<file path="config.mk">
export PLATFORM = sky130hd
export DESIGN_NAME = ram_arbiter
export DESIGN_NICKNAME = d
export VERILOG_FILES = /design/src/rtl/ram_arbiter.sv
export SDC_FILE = /design/constraint.sdc
export NUM_CORES = 1
export LEC_CHECK = 0
export ABC_AREA = 1
export BUFFER_PORTS_ARGS = -buffer_cell sky130_fd_sc_hd__buf_2
export CORE_MARGIN = 3
export CORE_UTILIZATION = 45
export CTS_CLUSTER_SIZE = 12
export DETAILED_ROUTE_END_ITERATION = 12
export GPL_ROUTABILITY_DRIVEN = 0
export PLACE_DENSITY = 0.93
export SLEW_MARGIN = 20
export SYNTH_ARGS = -nofsm -noshare
export SYNTH_HDL_FRONTEND = slang
export SYNTH_SLANG_ARGS = --single-unit
</file>
<file path="constraint.sdc">
create_clock -name clk -period 1.9 [get_ports clk]
set_input_delay 0.19 -clock clk [delete_from_list [all_inputs] [get_ports clk]]
set_output_delay 0.19 -clock clk [all_outputs]
set_load 0.1 [all_outputs]
</file>
<file path="src/rtl/ram_arbiter.sv">
// Shares one single-port synchronous RAM between port A (CPU) and port B (loader) with round-robin arbitration.
// Define RAM_ARB_FIXED_PRIO_EN to make port A win every tie instead of alternating.
module ram_arbiter #(
  parameter int addr_width = 8,
  parameter int data_width = 8
) (
  input  logic                  clk,
  input  logic                  rst,
  input  logic                  req_a,
  input  logic                  we_a,
  input  logic [addr_width-1:0] addr_a,
  input  logic [data_width-1:0] wdata_a,
  output logic                  ack_a,
  output logic [data_width-1:0] rdata_a,
  input  logic                  req_b,
  input  logic                  we_b,
  input  logic [addr_width-1:0] addr_b,
  input  logic [data_width-1:0] wdata_b,
  output logic                  ack_b,
  output logic [data_width-1:0] rdata_b,
  output logic [addr_width-1:0] ram_addr,
  output logic [data_width-1:0] ram_din,
  output logic                  ram_we,
  input  logic [data_width-1:0] ram_dout,
  output logic                  busy
);

  typedef enum logic [1:0] {IDLE = 2'd0, ACCESS = 2'd1, ACK = 2'd2} state_t;
  typedef enum logic {PORT_A = 1'b0, PORT_B = 1'b1} port_t;

  state_t                state, state_next;
  port_t                 owner, owner_next;
  logic                  load;
  logic                  idle_pick_b;
  logic [addr_width-1:0] addr_q;
  logic [data_width-1:0] wdata_q;
  logic                  we_q;

`ifdef RAM_ARB_FIXED_PRIO_EN
  assign idle_pick_b = !req_a;
`else
  port_t last;
  // On a tie, the port that was not served most recently wins.
  assign idle_pick_b = !req_a || (last == PORT_A);
`endif

  always_comb begin
    state_next = state;
    owner_next = owner;
    load       = 1'b0;
    case (state)
      IDLE: begin
        if (req_a || req_b) begin
          load       = 1'b1;
          owner_next = idle_pick_b ? PORT_B : PORT_A;
          state_next = ACCESS;
        end
      end
      ACCESS: state_next = ACK;
      ACK: begin
        // The owner still holds req while it samples ack, so only the other port can chain in.
        if (owner == PORT_A && req_b) begin
          load       = 1'b1;
          owner_next = PORT_B;
          state_next = ACCESS;
        end else if (owner == PORT_B && req_a) begin
          load       = 1'b1;
          owner_next = PORT_A;
          state_next = ACCESS;
        end else begin
          state_next = IDLE;
        end
      end
      default: state_next = IDLE;
    endcase
  end

  always_ff @(posedge clk) begin
    if (rst) begin
      state   <= IDLE;
      owner   <= PORT_A;
      addr_q  <= '0;
      wdata_q <= '0;
      we_q    <= 1'b0;
`ifndef RAM_ARB_FIXED_PRIO_EN
      last    <= PORT_B;
`endif
    end else begin
      state <= state_next;
      owner <= owner_next;
`ifndef RAM_ARB_FIXED_PRIO_EN
      if (state == ACK) last <= owner;
`endif
      if (load) begin
        addr_q  <= (owner_next == PORT_B) ? addr_b  : addr_a;
        wdata_q <= (owner_next == PORT_B) ? wdata_b : wdata_a;
        we_q    <= (owner_next == PORT_B) ? we_b    : we_a;
      end
    end
  end

  // A write is gated by rst so a reset landing in ACCESS never corrupts the RAM.
  assign ram_addr = addr_q;
  assign ram_din  = wdata_q;
  assign ram_we   = (state == ACCESS) && we_q && !rst;
  assign ack_a    = (state == ACK) && (owner == PORT_A);
  assign ack_b    = (state == ACK) && (owner == PORT_B);
  assign rdata_a  = ack_a ? ram_dout : '0;
  assign rdata_b  = ack_b ? ram_dout : '0;
  assign busy     = (state != IDLE);

endmodule

</file>
==> impl_summary.md <==
Synthesis
The fraction of post-synthesis cell area in the top cell type by area is around a third. The number of warning messages in the yosys log is 0. The mapped netlist covers 1277 sq um.

In this run, synthesis produced a sequential element count of 21. The mean instance size in the synthesized netlist is approximately 6.2 sq um. Sequential elements use about a third of the synthesized area. By area the synthesized netlist is led by sky130_fd_sc_hd__dfxtp_1 (33%), sky130_fd_sc_hd__nand2_1 (17%), sky130_fd_sc_hd__inv_1 (14%).

The post-synthesis cell type with the largest combined area is sky130_fd_sc_hd__dfxtp_1. After synthesis, the netlist uses 23 different library cells. The number of cells produced by synthesis is 205. The post-synthesis net count is ~250.

Placed design
The wire-length estimate of the detail-placed layout is 2995 um. Once placement finished, the instance area stood at a little under 2000 sq um. The count of buffers inserted at the top-level ports is 81. Prior to clock tree synthesis, the placed netlist has a worst setup slack of ~0.24 ns.

Worst setup path
The cell repeated most along the worst path is sky130_fd_sc_hd__nor2_4. Of all nets on the critical path, the largest fanout is 9. The critical path is of the reg -> out type. The cell type of the slowest stage on the worst timing path is sky130_fd_sc_hd__dfxtp_2. At the worst endpoint, the arrival time is ~1.7 ns. The type of destination of the critical path is an output pin.

In this run the register-to-register setup slack is 0.37 ns. In this run the critical register-to-register path is captured at ram_addr[3]. In this design, the stage delay of the slowest critical-path cell is around 0.36 ns. The signal on the critical path passes through inv_2 -> nor2_4 -> inv_2 -> nor2_4 -> clkinv_4 -> nor2_4 -> buf_4. The worst path buffer plus inverter count is 4. Broken down by cell family, the worst path's largest delay share belongs to buffers and inverters. The required time at the endpoint of the critical path is between 1.5 and 2 ns. For the worst flop-to-flop path, the logic depth is 7. The worst setup path is launched from a flip-flop.

Global route
Global routing used around a quarter of the available tracks across all layers. The first-pass GRT wire length is ~6400 um. After global routing the overflow that remains totals 0.

The maximum number of pins on one net before global-route repair is 20. The number of global-route vias before repair was roughly 1,500. The number of antenna violations at the first check in global routing is 0.

Detailed routing
The total number of vias is about 1,600. The per-cell routed wire length is roughly 13 um. The number of optimization iterations in the first detailed-route pass is 4. Wires add up to between 4000 and 5000 um.

The final antenna-violating net count is 0. After detailed routing, the number of remaining DRC violations is 0. After detailed routing, the number of vias per cell comes to roughly 5.0. The iteration-0 DRC count of the detailed router is 62.

Floorplanning
The number of placed I/O pins is around 80. The standard-cell row count is 18. The die covers roughly 3500 sq um. The placeable core region is about 2600 sq um. The initial utilization of the core area, before any placement, comes to between 40% and 50%. Measured along the y axis, the die boundary spans 59.28 um. The die is 59.28 um wide.

Layout
The fraction of layout instances using a drive strength above 1 is 43.75%. The final core utilization is between 80% and 90%. The summed area of non-filler cells in the final layout is between 2000 and 2500 sq um. The area growth from synthesis to layout is 62.68%.

0 antenna diodes ended up in the layout. For this run, the post-layout net count is ~340. Fill cells in the final layout number between 150 and 200.

Clock network
The root buffer selected by CTS is sky130_fd_sc_hd__clkbuf_4. The clock tree from TritonCTS is done. Buffers inserted to repair hold after CTS numbered 0. No sink is reached through more buffers than the 2 on the longest clock path. Clock tree synthesis found a total of 21 sinks. The total CTS buffers is 3. The number of H-tree branching levels is 1. The clock slew seen by the registers of the worst setup and hold paths is 0.13 ns. At the later pin of the worst-skew pair, clock insertion delay measures a little over 0.3 ns.

Timing
The worst path meets setup with about 0.064 ns of slack. The max-slew violation count is 0. The post-route minimum period is 1.836 ns.

The number of hold violations in the final report is 0. For the pin with the worst max-slew slack, the measured transition is 0.5002 ns. Based on the critical path, the design can be clocked at up to roughly 0.54 GHz. On the final layout, the worst clock skew is just over 0.004 ns. The portion of the clock cycle consumed by the worst path in the final layout is between 90% and 100%. Measured against its own limit, the worst slew margin works out to between 60% and 70%. The number of setup violations in the final report is 0.

Hold path
The min-delay analysis places its worst path in the category in -> reg. The worst hold path was traced through 5 stages. The endpoint of the worst hold path is we_q. In this run the most critical hold path is launched from we_b.

Power
After layout, the design draws a total of about 1600 uW. The reported leakage power is about 0.0012 uW. Dividing total power by cell area gives a power density of between 700 and 800 nW/um^2. The largest vdd supply drop is between 700 and 800 uV.

Flow run
Across the run, the number of max-cap violations was 0.

Run status
The flow ran to the end, and the final reports show no timing, DRC or antenna violations.
[synth_stat cells, drive strengths merged]
| cell type | number |
|---|---|
| clkbuf | 1 |
| buf | 6 |
| nor3b | 1 |
| nor2 | 22 |
| a21oi | 2 |
| nand3 | 21 |
| a31oi | 1 |
| o21ai | 1 |
| dfxtp | 21 |
| clkinv | 1 |
| nand2 | 61 |
| nand4 | 17 |
| inv | 50 |
[cell families after synthesis]
| kind of cell | synth area share [%] |
|---|---|
| AO/OA/AOI/OAI | 2.841 |
| buffers and inverters | 18.80 |
| flip-flops | 32.91 |
| AND/OR/NAND/NOR | 45.45 |
[layout make-up]
type	count	area, sq um	area share (%)
clock buffer	3	22.52	1.084
clock inverter	1	7.507	0.3612
inverter	51	200.2	9.633
multi-input combinational	126	757.0	36.42
sequential	21	422.9	20.35
tap	30	37.54	1.806
timing repair buffer	86	630.6	30.34
[metrics by stage]
| stage | TNS [ns] | cells | hold WS [ns] |
|---|---|---|---|
| floorplan | -4.958 | 205 | 0.3847 |
| global placement | 0 | 311 | 0.4309 |
| detailed placement | 0 | 311 | 0.4359 |
| CTS | 0 | 316 | 0.1509 |
| global route | -0.02760 | 318 | 0.1618 |
| finish | 0 | 318 | 0.1532 |
[placed cells by master, fill, tap and decap left out, drive strengths merged, types with 2 or more instances in the layout]
master	n
clkinvlp	2
buf	86
nand3	21
nor2	22
nand4	17
inv	49
clkbuf	3
dfxtp	21
a21oi	2
nand2	61
[metal layers]
metal / GRT usage, % / routed length, um
met1: 26.10 / 1507
met2: 43.68 / 2197
met3: 4.575 / 242
met4: 11.33 / 140
met5: 0 / 0
[repair_timing]
action	in CTS	in global routing
gates cloned	0	0
resized for setup	8	6
setup buffers	1	2
pin swaps	0	1
setup endpoints to repair	15	14
[sequential cells by signal (all words and copies together), names as in the netlist, named ones only]
name / flops
ram_addr: 8
ram_din: 8
state: 2
last: 1
we_q: 1
[how the worst max path moves through the flow]
| stage | startpoint | cells after the start | end | slack (ns) |
|---|---|---|---|---|
| after detailed placement | state[1] | 7 | rdata_b[2] | 0.24 |
| after CTS | state[1] | 7 | rdata_b[2] | 0.02 |
| final | state[1] | 7 | rdata_b[3] | 0.06 |
| after global routing | state[1] | 8 | rdata_a[1] | -0.01 |
| after floorplan | state[1] | 6 | rdata_a[0] | -0.38 |
| after global placement | state[1] | 7 | rdata_b[7] | 0.34 |
[worst register-to-register path: stages (launching register included)]
cell	delay, ns
sky130_fd_sc_hd__dfxtp_1	0.49
sky130_fd_sc_hd__inv_2	0.11
sky130_fd_sc_hd__nand2_2	0.09
sky130_fd_sc_hd__nand3_2	0.22
sky130_fd_sc_hd__nand3_4	0.28
sky130_fd_sc_hd__nand2_1	0.10
sky130_fd_sc_hd__nand3_1	0.08
sky130_fd_sc_hd__nand2_1	0.05
[report_power, final]
group | internal, uW | switching, uW | total [uW]
Sequential | 501 | 36.6 | 538
Combinational | 184 | 682 | 866
Clock | 80.4 | 149 | 229
Power figures use the tool's default switching activity.
